[src/rtl/mdu_ctrl.sv]
// Multiply/divide sequencer owning HI/LO: iterative multiply and restoring divide.
// Define MDU_FAST_MUL_EN for a single-cycle multiplier; divide is identical in both builds.
module mdu_ctrl #(
  parameter int unsigned MUL_LAT = 4
) (
  input  logic        clk,
  input  logic        rst,
  input  logic        op_valid,
  input  logic [5:0]  op,
  input  logic [31:0] in0,
  input  logic [31:0] in1,
  input  logic        rd_req,
  input  logic        rd_sel,
  input  logic        cancel,
  output logic        ready,
  output logic        busy,
  output logic [31:0] rd_data,
  output logic [31:0] hi,
  output logic [31:0] lo
);

  localparam int unsigned CNT_W = 5;

  localparam logic [5:0] OP_MULT  = 6'b000001;
  localparam logic [5:0] OP_MULTU = 6'b000010;
  localparam logic [5:0] OP_DIV   = 6'b000100;
  localparam logic [5:0] OP_DIVU  = 6'b001000;
  localparam logic [5:0] OP_MTHI  = 6'b010000;
  localparam logic [5:0] OP_MTLO  = 6'b100000;

  typedef enum logic [1:0] {IDLE, MUL, DIV} state_t;

  state_t             state;
  logic [CNT_W-1:0]   cnt;
  logic [31:0]        div_q;
  logic [31:0]        div_r;
  logic [31:0]        div_d;
  logic               neg_q;
  logic               neg_r;
  logic               accept;
  logic [32:0]        r_sh;
  logic [32:0]        diff;
  logic [31:0]        r_nxt;
  logic [31:0]        q_nxt;
`ifndef MDU_FAST_MUL_EN
  logic [31:0]        mul_a;
  logic [31:0]        mul_b;
  logic               mul_sgn;
`endif

  // Operands are extended to 64 bits; the low 64 bits of that product are the exact result.
  function automatic logic [63:0] mul64(input logic [31:0] a, input logic [31:0] b,
                                        input logic sgn);
    logic [63:0] ea;
    logic [63:0] eb;
    ea = {{32{sgn & a[31]}}, a};
    eb = {{32{sgn & b[31]}}, b};
    return ea * eb;
  endfunction

  function automatic logic [31:0] mag32(input logic [31:0] x, input logic sgn);
    return (sgn && x[31]) ? (32'(0) - x) : x;
  endfunction

  assign ready   = !(busy && (op_valid || rd_req));
  assign accept  = op_valid && ready && !cancel;
  assign rd_data = rd_req ? (rd_sel ? hi : lo) : 32'(0);

  // One restoring-divide step: shift in the next dividend bit, subtract if it fits.
  always_comb begin
    r_sh  = {div_r, div_q[31]};
    diff  = r_sh - {1'b0, div_d};
    r_nxt = diff[32] ? r_sh[31:0] : diff[31:0];
    q_nxt = {div_q[30:0], ~diff[32]};
  end

  always_ff @(posedge clk) begin
    if (rst) begin
      state <= IDLE;
      busy  <= 1'b0;
      cnt   <= '0;
      hi    <= '0;
      lo    <= '0;
      div_q <= '0;
      div_r <= '0;
      div_d <= '0;
      neg_q <= 1'b0;
      neg_r <= 1'b0;
`ifndef MDU_FAST_MUL_EN
      mul_a   <= '0;
      mul_b   <= '0;
      mul_sgn <= 1'b0;
`endif
    end else begin
      case (state)
        IDLE: begin
          if (accept) begin
            case (op)
              OP_MTHI: hi <= in0;
              OP_MTLO: lo <= in0;
              OP_MULT, OP_MULTU: begin
`ifdef MDU_FAST_MUL_EN
                {hi, lo} <= mul64(in0, in1, op[0]);
`else
                mul_a   <= in0;
                mul_b   <= in1;
                mul_sgn <= op[0];
                cnt     <= CNT_W'(MUL_LAT - 1);
                state   <= MUL;
                busy    <= 1'b1;
`endif
              end
              OP_DIV, OP_DIVU: begin
                // Divide by zero retires immediately and leaves HI/LO alone.
                if (in1 != 32'(0)) begin
                  div_q <= mag32(in0, op[2]);
                  div_d <= mag32(in1, op[2]);
                  div_r <= '0;
                  neg_q <= op[2] & (in0[31] ^ in1[31]);
                  neg_r <= op[2] & in0[31];
                  cnt   <= CNT_W'(31);
                  state <= DIV;
                  busy  <= 1'b1;
                end
              end
              default: ;
            endcase
          end
        end
`ifndef MDU_FAST_MUL_EN
        MUL: begin
          if (cancel) begin
            state <= IDLE;
            busy  <= 1'b0;
            cnt   <= '0;
          end else if (cnt == '0) begin
            {hi, lo} <= mul64(mul_a, mul_b, mul_sgn);
            state    <= IDLE;
            busy     <= 1'b0;
          end else begin
            cnt <= cnt - 1'b1;
          end
        end
`endif
        DIV: begin
          if (cancel) begin
            state <= IDLE;
            busy  <= 1'b0;
            cnt   <= '0;
          end else begin
            div_q <= q_nxt;
            div_r <= r_nxt;
            if (cnt == '0) begin
              lo    <= neg_q ? (32'(0) - q_nxt) : q_nxt;
              hi    <= neg_r ? (32'(0) - r_nxt) : r_nxt;
              state <= IDLE;
              busy  <= 1'b0;
            end else begin
              cnt <= cnt - 1'b1;
            end
          end
        end
        default: begin
          state <= IDLE;
          busy  <= 1'b0;
          cnt   <= '0;
        end
      endcase
    end
  end

endmodule

[config.mk]
export PLATFORM = sky130hd
export DESIGN_NAME = mdu_ctrl
export DESIGN_NICKNAME = d
export VERILOG_FILES = /design/src/rtl/mdu_ctrl.sv
export SDC_FILE = /design/constraint.sdc
export NUM_CORES = 2
export LEC_CHECK = 0
export ABC_AREA = 1
export CORE_MARGIN = 3
export CORE_UTILIZATION = 65
export CTS_CLUSTER_SIZE = 8
export DETAILED_ROUTE_END_ITERATION = 12
export GPL_ROUTABILITY_DRIVEN = 1
export GPL_TIMING_DRIVEN = 0
export PLACE_DENSITY = 0.8
export RECOVER_POWER = 100
export SLEW_MARGIN = 20
export SYNTH_ARGS = -nofsm -noshare
export SYNTH_HDL_FRONTEND = slang
export SYNTH_SLANG_ARGS = --single-unit
export TNS_END_PERCENT = 5
[constraint.sdc]
create_clock -name clk -period 9.8 [get_ports clk]
set_input_delay 1.96 -clock clk [delete_from_list [all_inputs] [get_ports clk]]
set_output_delay 1.96 -clock clk [all_outputs]
set_load 0.1 [all_outputs]
==> qor.csv <==
stage,metric,value,unit
worst_setup_path,Critical-path top delay cell,fa_1,
global_route,grt ovf,0,
floorplanning,Placeable Area,0.0844,mm^2
placed_design,Post-DP HPWL,181000,um
synth,"Cell Area, Synth",0.0558,mm^2
floorplanning,Top Ports,174,
sta,Rel. slew slack,-0.00865,
run_status,status,"finished, violations left",
power_and_ir_drop,LEAKAGE,31.8,nW
clock_network,CTS Buffer Depth,3,
hold_path,Tightest Hold Check Type,flop to flop,
routing,Vias/cell,5.95,
floorplanning,Die X,299,um
worst_setup_path,CP max stage delay,0.70,ns
power_and_ir_drop,PwrDens,50.6,mW/mm^2
global_route,largest net degree at the start of global routing,25,
clock_network,root buffer cell,clkbuf_16,
worst_setup_path,Setup crit start kind,flop,
clock_network,CTS H-tree lvls,2,
sta,Slew Limit Fails,33,
sta,crit share post-route,0.985,
clock_network,CTS tree,built,
routing,Post-Route WL,215000,um
worst_setup_path,Worst Path Required,10.26,ns
worst_setup_path,CP dominant cell by count,inv_1,
synth,register area share after synthesis,0.0844,
cells_and_area,most frequent cells in the layout,"inv_1 (1924), nand2_1 (1850), fa_1 (1125), nor2_1 (432), a21oi_1 (399)",
cells_and_area,Fillers,7185,
floorplanning,initial core utilization,0.661,
synth,cells after synthesis,7622,
synth,syn avg cell area,7.31,um^2
sta,fin crit period,9.65,ns
synth,"FF+latch count, synth",235,
cells_and_area,nets@finish,9281,
floorplanning,Die Area,0.0893,mm^2
clock_network,Worst-Skew Late Latency,0.55,ns
floorplanning,Die Y,299,um
global_route,vias in the first global route,53000,
synth,Yosys cell types,58,
routing,routed len/inst,23.9,um
power_and_ir_drop,Pwr Total,3.03,mW
routing,ANT nets after route,0,
floorplanning,cell row count,106,
global_route,global-route wire length before repair,319000,um
worst_setup_path,arrival time worst endpoint,10.11,ns
synth,post-synthesis net count,9078,
global_route,global-route usage over all layers,0.482,
power_and_ir_drop,Max VDD drop,0.000104,V
placed_design,Final GP Congestion,1.10,
cells_and_area,"most common cell after layout, fill and taps aside",inv_1,
sta,Peak Freq,0.104,GHz
sta,Final Hold Viols,0,
sta,Least-Margin Pin Slew,1.50,ns
placed_design,number of port buffers,173,
run,max-cap viol count,2,
synth,YS warnings,0,
cells_and_area,P&R area growth vs syn,7.47,%
routing,DR iter-0 viols,6612,
routing,number of remaining DRC errors,0,
clock_network,TritonCTS Buffers,35,
routing,via count,53500,
clock_network,CTS Sinks,235,
worst_setup_path,Crit. End Element,flop,
worst_setup_path,"Max FO, Critical Path",10,
global_route,initial antenna violation count,13,
sta,WHS,0.471,ns
sta,Fin Setup TNS,0,ns
sta,Final Skew,0.0340,ns
clock_network,"Hold-fix buffers, CTS",0,
cells_and_area,layout cell share with drive strength beyond 1,0.0229,
sta,RSZ-0062 raised after global routing,false,
sta,# setup viols final,0,
clock_network,clk slew on worst S/H paths,0.06,ns
run_status,failing checks,"max-capacitance violations, max-slew violations",
routing,Detailed Routing Iterations Pass 1,9,
worst_setup_path,crit path kind,flop to flop,
==> metal layers <==
metal | vias up | share of wire | wire [um] | track usage
li1 | 22800 | - | - | -
met1 | 25300 | 0.35 | 74800 | 0.608
met2 | 4300 | 0.41 | 88500 | 0.683
met3 | 1076 | 0.16 | 33900 | 0.197
met4 | 4 | 0.083 | 17900 | 0.313
met5 | - | 0.00013 | 29 | 0
==> layout make-up <==
cell class / instances / area [um^2] / share of cell area
Multi-Input combinational cell: 5049 / 42200 / 0.704
Inverter: 1946 / 7300 / 0.122
Sequential cell: 235 / 4710 / 0.0786
Timing Repair Buffer: 177 / 1760 / 0.0294
Buffer: 381 / 1540 / 0.0256
Tap cell: 1134 / 1420 / 0.0237
Clock buffer: 36 / 901 / 0.0150
Antenna cell: 24 / 60.1 / 0.00100
Clock inverter: 3 / 32.5 / 0.000543
==> stage by stage <==
stage	instances	setup WS (ns)	cell area, um^2	util
6_report	8985	0.151	59900	0.710
5_1_grt	8963	0.00206	59900	0.710
4_1_cts	8967	0.000247	59800	0.710
3_5_place_dp	8929	-0.843	58900	0.698
3_3_place_gp	8929	-0.739	58900	0.698
2_1_floorplan	7622	2.05	55800	-
==> cells in the mapped netlist, drive strengths merged <==
cell type	n	area [um^2]
a32o	2	20.0
a221oi	2	17.5
o22ai	7	43.8
clkbuf	363	1360
o21ai	410	2070
fa	1126	22500
and3	2	12.5
nand2	1888	7230
o311ai	1	8.76
a21boi	3	22.5
xnor2	25	219
ha	254	3180
xor2	60	526
nor4	16	100
o211a	2	20.0
o32ai	1	8.76
o211ai	13	97.6
o21bai	6	45.0
a31oi	50	313
a2111oi	1	8.76
o2111ai	3	26.3
a21oi	403	2040
o21a	6	45.0
o31ai	6	45.0
nand3	175	918
nor2	446	1730
dfxtp	235	4700
buf	29	195
clkinv	6	22.5
a21o	6	45.0
inv	1940	7280
nand4	28	181
or2	18	113
and2	6	37.5
a211oi	11	82.6
o221ai	6	52.6
nand3b	17	128
nor3	49	255
==> flip-flops by register name (all words and copies together) (netlist names), 2 cells and up <==
register,cells
mul_b,32
div_r,32
cnt,5
lo,32
mul_a,32
hi,32
div_d,32
div_q,32
state,2
==> timing repair <==
item / in CTS / in global routing
setup buffers: 0 / 4
setup endpoints to repair: 16 / 10
pin swaps: 0 / 1
gates resized for setup: 5 / 33
==> final timing paths <==
path | startpoint | end | slack, ns | cells past startpoint
setup / recovery | mul_a[31] | hi[30] | 0.15 | 34
hold reg to reg | div_d[29] | div_d[29] | 0.47 | 2
setup reg to reg | mul_a[31] | hi[30] | 0.15 | 34
hold / removal | div_d[29] | div_d[29] | 0.47 | 2
==> critical path: cells and delay by family, from the launching register on <==
kind / cells / cell delay [ns]
flops: 1 / 0.53
simple gates: 11 / 1.85
fa+ha+maj: 9 / 4.77
compound gates: 3 / 0.63
buf+inv: 11 / 1.78
==> cell families after synthesis <==
| group | synth area share |
|---|---|
| DFF | 0.0844 |
| AOI/OAI and AO/OA | 0.0899 |
| xor gates and xnor gates | 0.0134 |
| and+or+nand+nor | 0.192 |
| adders and majority gates | 0.461 |
| buffers and inverters | 0.159 |
==> report_power, final <==
group,internal [mW],switching [mW]
Clock,0.649,0.477
Sequential,0.970,0.0183
Combinational,0.237,0.683
(Power assumes the default switching activity.)
